<file path="src/rtl/lock_pkg.sv">
// lock_pkg: shared state, compare-type and key encodings for the lock datapath
package lock_pkg;
  typedef enum logic [2:0] {
    S_LOCKED     = 3'd0,
    S_LOCKOUT    = 3'd1,
    S_UNLOCKED   = 3'd2,
    S_AUTH_PC    = 3'd3,
    S_NEW_UC     = 3'd4,
    S_CONFIRM_UC = 3'd5,
    S_COMMIT     = 3'd6
  } state_e;
  typedef enum logic [1:0] {
    COMPAREPC = 2'b00,
    COMPAREUC = 2'b01,
    MATCHUC   = 2'b10,
    STOREUC   = 2'b11
  } cmp_e;
  localparam logic [3:0] KEY_CLEAR  = 4'd7;
  localparam logic [3:0] KEY_ENTER  = 4'd8;
  localparam logic [3:0] KEY_CHANGE = 4'd9;
  function automatic int timer_w(input int a, input int b, input int c);
    int m;
    m = (a > b) ? a : b;
    m = (m > c) ? m : c;
    return (m < 2) ? 1 : $clog2(m);
  endfunction
endpackage

</file>
<file path="src/rtl/lock_timer.sv">
// lock_timer: loadable down-counter that holds at zero and flags terminal count
module lock_timer #(
  parameter int W = 8
) (
  input  logic         hwclk,
  input  logic         rst,
  input  logic         load,
  input  logic [W-1:0] load_val,
  output logic         tc
);
  logic [W-1:0] cnt_q;
  always_ff @(posedge hwclk) begin
    if (rst) cnt_q <= '0;
    else if (load) cnt_q <= load_val;
    else if (cnt_q != '0) cnt_q <= cnt_q - 1'b1;
  end
  assign tc = (cnt_q == '0);
endmodule

</file>
<file path="src/rtl/lock_controller.sv">
// lock_controller: lock sequencer driving the code checker, attempt counter and timers
module lock_controller
  import lock_pkg::*;
#(
  parameter int MAX_ATTEMPTS   = 3,
  parameter int LOCKOUT_CYCLES = 120_000_000,
  parameter int UNLOCK_CYCLES  = 60_000_000,
  parameter int IDLE_CYCLES    = 120_000_000
) (
  input  logic       hwclk,
  input  logic       rst,
  input  logic       key_valid,
  input  logic [3:0] key_code,
  input  logic       chk_correct,
  input  logic       chk_dataready,
  output logic [1:0] chk_compare_type,
  output logic       chk_read_input,
  output logic       chk_store,
  output logic       unlocked,
  output logic       lockout,
  output logic [1:0] fail_cnt,
  output logic [2:0] state_dbg
);
  localparam int TW = timer_w(LOCKOUT_CYCLES, UNLOCK_CYCLES, IDLE_CYCLES);
  localparam logic [1:0] MAX_F = 2'(MAX_ATTEMPTS);
  state_e state_q, state_d;
  cmp_e cmp_q, cmp_d;
  logic pend_q, pend_d;
  logic [1:0] fail_q, fail_d;
  logic read_q, read_d, store_q, store_d, unl_q, unl_d, lko_q, lko_d;
  logic key, enter, ok, idle_st, timed, expired, tc, load;
  logic [TW-1:0] load_val;
  lock_timer #(.W(TW)) u_timer (
    .hwclk(hwclk), .rst(rst), .load(load), .load_val(load_val), .tc(tc)
  );
  always_comb begin
    key = key_valid & ~pend_q;
    enter = key & (key_code == KEY_ENTER);
    ok = chk_correct & chk_dataready;
    idle_st = state_q inside {S_AUTH_PC, S_NEW_UC, S_CONFIRM_UC};
    timed = idle_st | (state_q == S_LOCKOUT) | (state_q == S_UNLOCKED);
    expired = timed & tc;
    state_d = state_q;
    pend_d = 1'b0;
    fail_d = fail_q;
    if (expired) begin
      state_d = S_LOCKED;
      fail_d = (state_q == S_LOCKOUT) ? 2'd0 : fail_q;
    end else if (state_q == S_COMMIT) begin
      state_d = S_LOCKED;
      fail_d = 2'd0;
    end else if (pend_q) begin
      case (state_q)
        S_LOCKED: begin
          state_d = ok ? S_UNLOCKED : (fail_q >= MAX_F - 2'd1) ? S_LOCKOUT : S_LOCKED;
          fail_d = ok ? 2'd0 : (fail_q >= MAX_F - 2'd1) ? MAX_F : fail_q + 2'd1;
        end
        S_AUTH_PC:    state_d = ok ? S_NEW_UC : S_LOCKED;
        S_NEW_UC:     state_d = S_CONFIRM_UC;
        S_CONFIRM_UC: state_d = ok ? S_COMMIT : S_UNLOCKED;
        default:      state_d = state_q;
      endcase
    end else if (key) begin
      if (state_q == S_UNLOCKED)
        state_d = (key_code == KEY_CLEAR) ? S_LOCKED : (key_code == KEY_CHANGE) ? S_AUTH_PC : S_UNLOCKED;
      else
        pend_d = enter & ((state_q == S_LOCKED) | idle_st);
    end
    load = (state_d != state_q) | (idle_st & key);
    load_val = (state_d == S_LOCKOUT) ? TW'(LOCKOUT_CYCLES - 1) :
               (state_d == S_UNLOCKED) ? TW'(UNLOCK_CYCLES - 1) : TW'(IDLE_CYCLES - 1);
    cmp_d = (state_d == S_AUTH_PC) ? COMPAREPC : (state_d == S_NEW_UC) ? STOREUC :
            (state_d == S_CONFIRM_UC) ? MATCHUC : COMPAREUC;
    read_d = state_d inside {S_LOCKED, S_AUTH_PC, S_NEW_UC, S_CONFIRM_UC};
    store_d = (state_d == S_COMMIT);
    unl_d = (state_d == S_UNLOCKED);
    lko_d = (state_d == S_LOCKOUT);
  end
  always_ff @(posedge hwclk) begin
    if (rst) begin
      state_q <= S_LOCKED;
      pend_q <= 1'b0;
      fail_q <= 2'd0;
      cmp_q <= COMPAREUC;
      read_q <= 1'b1;
      store_q <= 1'b0;
      unl_q <= 1'b0;
      lko_q <= 1'b0;
    end else begin
      state_q <= state_d;
      pend_q <= pend_d;
      fail_q <= fail_d;
      cmp_q <= cmp_d;
      read_q <= read_d;
      store_q <= store_d;
      unl_q <= unl_d;
      lko_q <= lko_d;
    end
  end
  assign chk_compare_type = cmp_q;
  assign chk_read_input = read_q;
  assign chk_store = store_q;
  assign unlocked = unl_q;
  assign lockout = lko_q;
  assign fail_cnt = fail_q;
  assign state_dbg = state_q;
endmodule

</file>
<file path="config.mk">
export PLATFORM = sky130hd
export DESIGN_NAME = lock_controller
export DESIGN_NICKNAME = d
export VERILOG_FILES = /design/src/rtl/lock_pkg.sv /design/src/rtl/lock_timer.sv /design/src/rtl/lock_controller.sv
export SDC_FILE = /design/constraint.sdc
export NUM_CORES = 1
export LEC_CHECK = 0
export CELL_PAD_IN_SITES_DETAIL_PLACEMENT = 0
export CELL_PAD_IN_SITES_GLOBAL_PLACEMENT = 1
export CORE_MARGIN = 4
export CORE_UTILIZATION = 25
export DETAILED_ROUTE_END_ITERATION = 10
export PLACE_DENSITY = 0.61
export SLEW_MARGIN = 20
export SYNTH_ARGS = -nofsm -noshare
export SYNTH_HDL_FRONTEND = slang
export SYNTH_HIERARCHICAL = 1
export SYNTH_SLANG_ARGS = --single-unit
</file>
<file path="constraint.sdc">
create_clock -name hwclk -period 6.8 [get_ports hwclk]
set_input_delay 1.02 -clock hwclk [delete_from_list [all_inputs] [get_ports hwclk]]
set_output_delay 1.02 -clock hwclk [all_outputs]
set_load 0.1 [all_outputs]
</file>
# Yosys cells after proc, flatten, opt, wreduce, memory -nomap -nowiden

Index checks and enable logic that the tools add are counted.

Add/subtract/negate cells: 2
$lt $le $gt $ge: 1
Bitwise operators: 12
Equal/unequal tests: 17
Multiplexer cells: 26
Reductions and logical operators: 12

Operators by type and width:

| kind                                                      | count |
|---|---|
| 2-to-1 mux 27 bit                                         | 4 |
| logical NOT 27 bit                                        | 1 |
| nonzero test 27 bit                                       | 1 |
| subtractor 27 x 1 -> 27 bit (second input constant)       | 1 |
| 2-to-1 mux 2 bit                                          | 11 |
| 2-to-1 mux 3 bit                                          | 7 |
| == test 3 bit (second input constant)                     | 6 |
| == test 3 x 2 -> 1 bit (second input constant)            | 4 |
| one-hot mux 3 bit (4 select lines)                        | 1 |
| nonzero test 3 bit                                        | 3 |
| == test 4 bit (second input constant)                     | 2 |
| AND 1 bit                                                 | 6 |
| == test 3 x 1 -> 1 bit (second input constant)            | 2 |
| logical NOT 3 bit                                         | 2 |
| OR reduction 6 bit                                        | 1 |
| == test 4 x 3 -> 1 bit (second input constant)            | 1 |
| bitwise OR 1 bit                                          | 4 |
| nonzero test 4 bit                                        | 1 |
| 2-to-1 mux 1 bit                                          | 3 |
| != test 3 bit                                             | 1 |
| AND reduction 3 bit                                       | 1 |
| adder 2 x 1 -> 2 bit (second input constant)              | 1 |
| greater-or-equal comparator 2 bit (second input constant) | 1 |
| != test 2 x 1 -> 1 bit (second input constant)            | 1 |
| other kinds (3)                                           | 4 |

Bits in registers: 39
Output and inout port bits: 11
Bits of input ports: 9
Logic and storage cells: 80

# Longest topological paths before layout

Gate-level depths: netlist (run 1).

Depth after elaboration: 12
Mapped depth: 18
Mapped depth without buffers: 14

# By module

The synthesis (run 1) kept the hierarchy.

Modules (own cells, without submodules):

| module          | times used | sequential area each (µm²) | cells each | area each (µm²) |
|---|---|---|---|---|
| lock_timer      | 1          | 540.5                      | 170        | 1420.1 |
| lock_controller | 1          | 240.2                      | 98         | 824.5 |

# Worst setup path after synthesis (run 1)

Ideal clock, no wire load.

Path kind: flip-flop to flip-flop
From: reg u_timer.cnt_q[0]
To: reg u_timer.cnt_q[15]
Period minus slack after synthesis: 3260 ps
Data required time: 6726 ps
Stages on the path, launching flop included: 19
Path slack: 3540 ps
Library setup time: 74 ps
Arrival time: 3186 ps
Path buffers: 5
Cell sequence: dfxtp_1 -> inv_1 -> ha_1 -> or3b_1 -> clkbuf_1 -> nor2_1 -> nand4_1 -> nor4_1 -> buf_2 -> o221a_1 -> nand4bb_1 -> buf_6 -> nand2_1 -> nand3_1 -> nor2b_1 -> clkbuf_1 -> clkbuf_1 -> nand2_1 -> o21ai_0

Elaborated cells on any way between the ends: 14
Those cells by class: add/sub (1); eq/ne (3); mux (5); bitwise (2); reduce/logical (3)

RTL lines:

| item                                                    | RTL line              | text |
|---|---|---|
| from (decl)                                             | lock_timer.sv:11      | `logic [W-1:0] cnt_q;` |
| from (signal assigned)                                  | lock_timer.sv:14      | `else if (load) cnt_q <= load_val;` |
| from (signal assigned)                                  | lock_timer.sv:15      | `else if (cnt_q != '0) cnt_q <= cnt_q - 1'b1;` |
| logical NOT 27 bit *                                    | lock_timer.sv:17      | `assign tc = (cnt_q == '0);` |
| named net tc                                            | lock_controller.sv:31 | `logic key, enter, ok, idle_st, timed, expired, tc, load;` |
| AND 1 bit *                                             | lock_controller.sv:42 | `expired = timed & tc;` |
| 2-to-1 mux 3 bit *                                      | lock_controller.sv:46 | `if (expired) begin` |
| != test 3 bit *                                         | lock_controller.sv:69 | `load = (state_d != state_q) \| (idle_st & key);` |
| bitwise OR 1 bit *                                      | lock_controller.sv:69 |  |
| named net load                                          | lock_controller.sv:31 |  |
| 2-to-1 mux 27 bit or nonzero test 2 bit (tied branches) | -                     |  |

The timed path passes the listed nets; every way through them passes the cells marked *. The select of a mux whose other input is x is not followed.
A chain may end at the register's enable or synchronous reset.

# Worst setup path in the final report (run 1)

From: reg u_timer.cnt_q[0]
To: reg u_timer.cnt_q[25]

The elaborated chain is that of the path after synthesis.

==> metrics.txt, run 1 <==
H-Tree Depth=2; combinational fraction of design power=47.9%; initial antenna violation count=0; part of the power in registers=36.3%; Internal Power=0.551 mW; Worst-Margin Slew=0.969 ns; final antenna-violating net count=0; TritonCTS clock tree=done; GP Congestion=0.821; vias in the first global route=1892; Worst setup EP type=register; fmax=0.226 GHz; number of library cell types mapped by synthesis=61; Setup TNS=0 ns; worst setup path category=reg2reg; final core utilization=30.2%; Worst Path Max Fanout=20; MaxCap Viol Count=0; cts repair resizes=0; pre-CTS setup slack=2.41 ns; synthesis-to-layout area growth=17.4%; Post-Syn Area=2240 sq um; drt wl/cell=13.3 microns; P_leak=0.920 nW; CTS Buf Count=5; max-slew violations=0; DRT Pass-1 Iters=4; fraction of layout cells with a size suffix above 1=9.09%; worst-path cell with the longest stage delay=or3b_1; via count of the routed design=1930; maximum clock path buffer count=2; dpl hpwl=3.76 mm; Async SR Flop Fraction=0%; clk slew on worst S/H paths=0.08 ns; Worst Path Arrival=4.62 ns; Core Box Area=8720 sq um; Hold Worst Slack=0.486 ns; critical path's largest stage delay=0.51 ns; critical-path cell list=inv_1, ha_1, or3b_1, nor2_1, nand4_1, nor4_1, buf_4, o21a_1, o221a_1, nand4bb_1, o21a_1, nand3_1, nor2_1, nand2_1, o21ai_0; Clk pwr share=15.8%; Die Ht=103 microns; die extent in x=103 microns; Synth Instances=268; Worst-Skew Late Latency=0.29 ns; GRT Util Overall=10.9%; drt drc=0; setup ws final=2.38 ns; DIE AREA=10600 sq um; EDFF count, synth=0; Fin. Hold Viols=0; sw frac=42.6%; largest net degree at the start of global routing=26; clock sinks=39; initial core utilization=25.7%; first-pass GRT wire length=9.22 mm; Synth area leader=dfxtp_1; DRT iter0 DRCs=83; Seq/Total Area, Yosys=34.8%; RSZ-0062 raised after global routing=false; Final nets=306; Placement Rows=34; crit path time final=4.42 ns; fin crit share=65.0%; Post-synth top flop=dfxtp_1; antenna fix cells=0; slew margin rel.=35.2%; GRT overflow=0; PwrDens=364 nW/um^2; hold buffers post-CTS=0; Setup Buffers After CTS=0; yosys warns=6; Worst EP required=6.99 ns; count of input and output buffers=19; status=completed; worst hold path type=reg2reg; top post-synthesis cells by area=dfxtp_1, nand2_1, o21ai_0; # setup viols final=0; Syn Area/Cell=8.38 sq um; Sw Pwr=0.409 mW; clock skew=0.00390 ns; Vias/cell=4.77; post-synthesis register bit count=39; Total Wirelength=5.38 mm; post-synth top area share=34.8%; # IOs=20; Root Driver=clkbuf_8; CP Launch Type=register; peak supply drop=0.000191 V
==> routing by layer <==
layer	global-route usage, %	part of all wire [%]
met5	0	0
met3	2.03	3.5
met1	14.5	51
met2	17.8	45
met4	3.59	0.82
==> power groups by stage <==
stage          registers [mW]  logic, mW  clock network [mW]
5_1_grt                 0.358      0.528               0.173
6_report                0.348      0.460               0.152
2_1_floorplan           0.337      0.369                   0
3_3_place_gp            0.351      0.460                   0
3_5_place_dp            0.351      0.454                   0
4_1_cts                 0.347      0.459               0.161
==> cell families after synthesis <==
group	count (synthesis)	synth area share, %
xor gates and xnor gates	22	8.58
buffers and inverters	22	5.07
AOI/OAI and AO/OA	62	18.6
and+or+nand+nor	117	30.7
adders and majority gates	1	0.557
DFF	39	34.8
muxes	3	1.45
other	2	0.335
==> through the flow <==
step	instance area, sq um	cells	power, mW
floorplan	2300	284	0.706
detailed placement	2550	397	0.806
finish	2640	405	0.960
global route	2640	405	1.06
CTS	2640	405	0.967
global placement	2550	397	0.811
==> synthesized netlist by cell type, types with 2 or more instances <==
library cell and count:
or4_1 3, buf_6 3, dfxtp_1 39, nor4_4 2, nand2_1 36, nand4_1 3
nor2_1 20, and4bb_2 2, a22o_1 4, clkbuf_1 5, o22ai_1 2, o21ai_0 27
conb_1 2, or3_1 5, o21a_1 2, clkbuf_2 2, a21oi_1 9, nand3b_1 4
and2b_2 2, nand3_2 2, xor2_1 14, inv_1 6, nor4_1 10, buf_2 5
mux2_2 2, nand2b_1 3, nor3_1 7, xnor2_1 8, nand3_1 7
==> critical path, delay by kind of cell, from the launching register on <==
family | cells | cell delay [ns]
adder cells (fa/ha/maj) | 1 | 0.18
flip-flops | 1 | 0.32
AND/OR/NAND/NOR | 8 | 2.66
buffers and inverters | 2 | 0.33
AO/OA/AOI/OAI | 4 | 0.83
==> final cells by class <==
type / count / area, sq um
fillers: 949 / 6090
multi-input cells: 223 / 1410
flip-flops and latches: 39 / 781
repair buffers: 21 / 205
well taps: 108 / 135
clock buffers: 7 / 76.3
inverters: 6 / 22.5
clock inverters: 1 / 5.00
==> sequential cells by signal, summed over array words and instances (netlist names), 2 cells and up <==
signal / count
fail_cnt: 2
u_timer/cnt_q: 27
state_dbg: 3
chk_compare_type: 2
==> layout by cell type, fill, tap and decap left out, types with 3 or more instances in the layout <==
master           instances
clkdlybuf4s50_1         19
xor2_1                  14
or4_1                    3
nor4_1                  10
nand3b_1                 4
a21oi_1                  9
conb_1                  18
nand3_1                  7
o21ai_0                 27
nor3_1                   7
nand4_1                  3
dfxtp_1                 39
or3_1                    5
inv_1                    6
nand2_1                 36
xnor2_1                  8
clkbuf_8                 5
a22o_1                   4
nor2_1                  20
nand2b_1                 3
==> final timing paths <==
check,start,to,slack [ns],cells past startpoint
worst min register to register,fail_cnt[0],fail_cnt[0],0.49,2
worst min-delay path,fail_cnt[0],fail_cnt[0],0.49,2
worst max-delay path,u_timer/cnt_q[0],u_timer/cnt_q[25],2.38,15
worst max register to register,u_timer/cnt_q[0],u_timer/cnt_q[25],2.38,15
Note: power is estimated with default switching activity, not from simulation.
==> inputs of run 2 (changes only) <==
- clock period: 6.8 -> 4.1 ns (I/O delays scaled with it)
==> metrics.txt, run 2 (synthesis results as in run 1) <==
status=completed; hold path endpoint=fail_cnt[0]; dpl hpwl=3.79 mm; fin cells=407; hold path depth=2; Worst EP required=4.32 ns; critical path's largest stage delay=0.49 ns; Largest register FFs=27; Setup TNS=0 ns; Fin. Hold Viols=0; Largest Register=u_timer/cnt_q; Worst Path Arrival=3.86 ns; Worst Path Max Fanout=25; via count of the routed design=1944; drt drc=0; slew margin rel.=35.4%; GRT Util Overall=10.7%; worst-path cell with the longest stage delay=or3b_1; Placement Rows=34; # setup viols final=0; Worst-Margin Slew=0.966 ns; worst reg-to-reg path cell count=17; DRT iter0 DRCs=74; delay-heaviest family, CP=simple AND/OR/NAND/NOR gates; worst hold path type=reg2reg; H-Tree Depth=2; GP Congestion=0.812; largest net degree at the start of global routing=26; peak supply drop=0.000271 V; Final nets=308; worst setup path category=reg2reg; Critical path buffers and inverters=4; Core Box Area=8720 sq um; crit path time final=3.64 ns; Worst setup EP type=register; Die Ht=103 microns; Worst Hold Launch=fail_cnt[0]; antenna fix cells=0; most frequent CP cell=buf_4; clock sinks=39; Vias/cell=4.78; cts repair resizes=0; initial core utilization=25.7%; worst reg2reg path startpoint=u_timer/cnt_q[0]; maximum clock path buffer count=2; CP Launch Type=register; vias in the first global route=1869; fin crit share=88.8%; max-slew violations=0; critical-path cell list=inv_1, ha_1, or3b_1, nor2_1, nand4_1, nor4_1, buf_4, o21a_1, o221a_1, nand4bb_1, buf_4, nand2_1, nand3_1, nor2b_1, buf_4, nand2_1, o21ai_0; count of input and output buffers=19; synthesis-to-layout area growth=19.2%; RSZ-0062 raised after global routing=false; reg2reg end=u_timer/cnt_q[17]; most common library cell in the layout ignoring fill and taps=dfxtp_1; DIE AREA=10600 sq um; final antenna-violating net count=0; most frequent cells in the layout=dfxtp_1, nand2_1, o21ai_0; PwrDens=608 nW/um^2; flop-to-flop setup slack=0.46 ns; die extent in x=103 microns; Worst-Skew Late Latency=0.29 ns; hold buffers post-CTS=0; # IOs=20; clock skew=0.00927 ns; DRT Pass-1 Iters=4; fraction of layout cells with a size suffix above 1=10.7%; CTS Buf Count=5; Total Wirelength=5.35 mm; drt wl/cell=13.1 microns; Setup Buffers After CTS=0; GRT overflow=0; placed cell count=399; fmax=0.275 GHz; P_leak=0.937 nW; first-pass GRT wire length=9.00 mm; MaxCap Viol Count=0; clk slew on worst S/H paths=0.08 ns; TritonCTS clock tree=done; Root Driver=clkbuf_8; initial antenna violation count=0
==> run 2: worst max path at each step <==
| stage | startpoint | end | slack (ns) | cells past startpoint |
|---|---|---|---|---|
| final | u_timer/cnt_q[0] | u_timer/cnt_q[17] | 0.46 | 17 |
| after detailed placement | u_timer/cnt_q[0] | u_timer/cnt_q[5] | 0.42 | 16 |
| after global routing | u_timer/cnt_q[0] | u_timer/cnt_q[23] | 0.08 | 17 |
| after floorplan | u_timer/cnt_q[0] | u_timer/cnt_q[15] | 0.84 | 18 |
| after global placement | u_timer/cnt_q[0] | u_timer/cnt_q[19] | 0.60 | 16 |
| after CTS | u_timer/cnt_q[0] | u_timer/cnt_q[18] | 0.38 | 16 |
==> run 2: through the flow <==
step                hold WS, ns  cell area (sq um)  setup WS, ns  power (mW)  utilization [%]
floorplan                 0.512               2300         0.840        1.17                -
global route              0.523               2680        0.0809        1.79             30.7
finish                    0.486               2680         0.459        1.63             30.7
global placement          0.481               2570         0.599        1.35             29.5
detailed placement        0.482               2570         0.420        1.35             29.5
CTS                       0.494               2670         0.376        1.66             30.6
==> run 2: routing by layer <==
metal	routed length, microns	share of wire (%)	vias to the layer above	global-route usage, %
met4	76	1.4	0	3.49
met5	0	0	-	0
met2	2390	45	27	17.4
met1	2660	50	907	13.9
met3	222	4.1	10	2.77
li1	-	-	1000	-
==> run 2: layout make-up <==
cell class              count  area [sq um]
clock buffers               7          96.3
clock inverters             1          7.51
fillers                   940          6050
inverters                   6          22.5
multi-input cells         223          1410
flip-flops and latches     39           781
well taps                 108           135
repair buffers             23           220
==> run 2: power by group <==
group	internal, mW	switching (mW)
sequential	0.473	0.104
combinational	0.325	0.432
clock	0.153	0.140
==> run 2: worst reg2reg max path, cell delays in order (launching register included) <==
cell	delay [ns]
dfxtp_1	0.32
inv_1	0.09
ha_1	0.18
or3b_1	0.49
nor2_1	0.24
nand4_1	0.11
nor4_1	0.27
buf_4	0.24
o21a_1	0.13
o221a_1	0.20
nand4bb_1	0.15
buf_4	0.18
nand2_1	0.07
nand3_1	0.24
nor2b_1	0.17
buf_4	0.31
nand2_1	0.11
o21ai_0	0.08
==> inputs of run 3 (changes only) <==
- DONT_BUFFER_PORTS: default -> 1
- PLACE_DENSITY: 0.61 -> 0.57
==> metrics.txt, run 3 (synthesis results as in run 1) <==
status=completed; GRT Util Overall=10.7%; clock skew=0.00556 ns; PwrDens=640 nW/um^2; Total Wirelength=5.33 mm; DRT iter0 DRCs=55; initial antenna violation count=0; Core Box Area=8720 sq um; antenna fix cells=0; Hold Worst Slack=0.384 ns; CTS Buf Count=5; Largest Register=u_timer/cnt_q; critical path's largest stage delay=0.66 ns; critical-path cell list=or4_1, nor4_4, nand4_1, nor4_1, buf_4, o21a_1, o221a_1, nand4bb_1, o21a_1, nand3_1, nor2_2, nand2_2, o21ai_0; Setup Buffers After CTS=0; worst setup path category=reg2reg; # setup viols final=0; worst-path cell with the longest stage delay=or4_1; initial core utilization=25.7%; clock sinks=39; M1 wire length=2.79 mm; worst reg-to-reg path cell count=13; DIE AREA=10600 sq um; TritonCTS clock tree=done; Worst-Skew Late Latency=0.29 ns; metal3 WL=163 microns; first-pass GRT wire length=8.91 mm; Final nets=293; die extent in x=103 microns; Max Used Layer=met4; crit path time final=3.67 ns; RSZ-0062 raised after global routing=false; flop-to-flop setup slack=0.43 ns; # IOs=20; most common library cell in the layout ignoring fill and taps=dfxtp_1; P_leak=0.880 nW; clk slew on worst S/H paths=0.08 ns; largest net degree at the start of global routing=26; Worst-Margin Slew=1.03 ns; drt drc=0; fin crit share=89.5%; fmax=0.273 GHz; CP Launch Type=register; Die Ht=103 microns; max-slew violations=0; Fin. Hold Viols=0; worst hold path type=in2reg; most frequent CP cell=o21a_1; DRT Pass-1 Iters=4; Placement Rows=34; GRT overflow=0; # fillers=952; Worst setup EP type=register; MaxCap Viol Count=0; Vias/cell=4.71; GP Congestion=0.769; Worst Setup SP=u_timer/cnt_q[18]; drt wl/cell=13.6 microns; most frequent cells in the layout=dfxtp_1, nand2_1, o21ai_0; Worst Path Arrival=3.88 ns; peak supply drop=0.000258 V; via count of the routed design=1847; WL met2=2.33 mm; maximum clock path buffer count=2; H-Tree Depth=2; final antenna-violating net count=0; Root Driver=clkbuf_8; Tot Pwr=1.60 mW; Setup TNS=0 ns; Worst EP required=4.31 ns; worst setup path endpoint=u_timer/cnt_q[18]; vias in the first global route=1733; slew margin rel.=31.5%; Largest register FFs=27; fraction of layout cells with a size suffix above 1=12.3%; reg2reg end=u_timer/cnt_q[18]; Worst Path Max Fanout=20; synthesis-to-layout area growth=11.1%; count of input and output buffers=0; worst reg2reg path startpoint=u_timer/cnt_q[18]; dpl hpwl=3.75 mm
==> run 3: what timing repair did <==
| item | CTS | global route |
|---|---|---|
| gates resized for setup | 0 | 2 |
| hold buffers | 0 | 0 |
| endpoints found under the setup margin | 0 | 20 |
==> run 3: power by group <==
part | switching, mW | internal [mW] | total (mW)
registers | 0.105 | 0.473 | 0.578
clock network | 0.138 | 0.120 | 0.258
logic | 0.439 | 0.322 | 0.761
total | 0.682 | 0.915 | 1.60
==> run 3: through the flow <==
stage / worst slack, ns / cells / area, sq um / utilization, %
floorplan: 0.840 / 284 / 2300 / -
global placement: 0.264 / 384 / 2410 / 27.6
detailed placement: 0.0744 / 384 / 2410 / 27.6
CTS: 0.0673 / 392 / 2490 / 28.6
global route: 0.0412 / 392 / 2490 / 28.6
finish: 0.431 / 392 / 2490 / 28.6
==> run 3: metal layers <==
metal	global-route usage, %	vias to the layer above
li1	-	976
met1	16.0	850
met5	0	-
met3	2.23	5
met4	3.09	0
met2	15.4	16
==> run 3: how the worst min path moves through the flow <==
stage                            from                 to  slack [ns]  depth (start not counted)
floorplan           u_timer/cnt_q[21]  u_timer/cnt_q[21]        0.51                          2
global placement    u_timer/cnt_q[21]  u_timer/cnt_q[21]        0.54                          2
detailed placement  u_timer/cnt_q[26]  u_timer/cnt_q[26]        0.55                          1
CTS                               rst   u_timer/cnt_q[2]        0.37                          1
global route                      rst   u_timer/cnt_q[2]        0.36                          1
finish                            rst   u_timer/cnt_q[3]        0.38                          1
==> run 3: area by class of cell <==
| cell class | count | area, sq um | share of cell area, % |
|---|---|---|---|
| Inverter | 6 | 22.5 | 0.903 |
| Multi-Input combinational cell | 223 | 1420 | 56.7 |
| Timing Repair Buffer | 8 | 60.1 | 2.41 |
| Clock buffer | 7 | 76.3 | 3.06 |
| Sequential cell | 39 | 781 | 31.3 |
| Tap cell | 108 | 135 | 5.42 |
| Clock inverter | 1 | 5.00 | 0.201 |
==> run 3: critical path: cells and delay by family, from the launching register on <==
family                 cells  cell delay, ns
flip-flops                 1            0.36
buffers and inverters      1            0.23
AO/OA/AOI/OAI              4            0.69
AND/OR/NAND/NOR            8            2.31
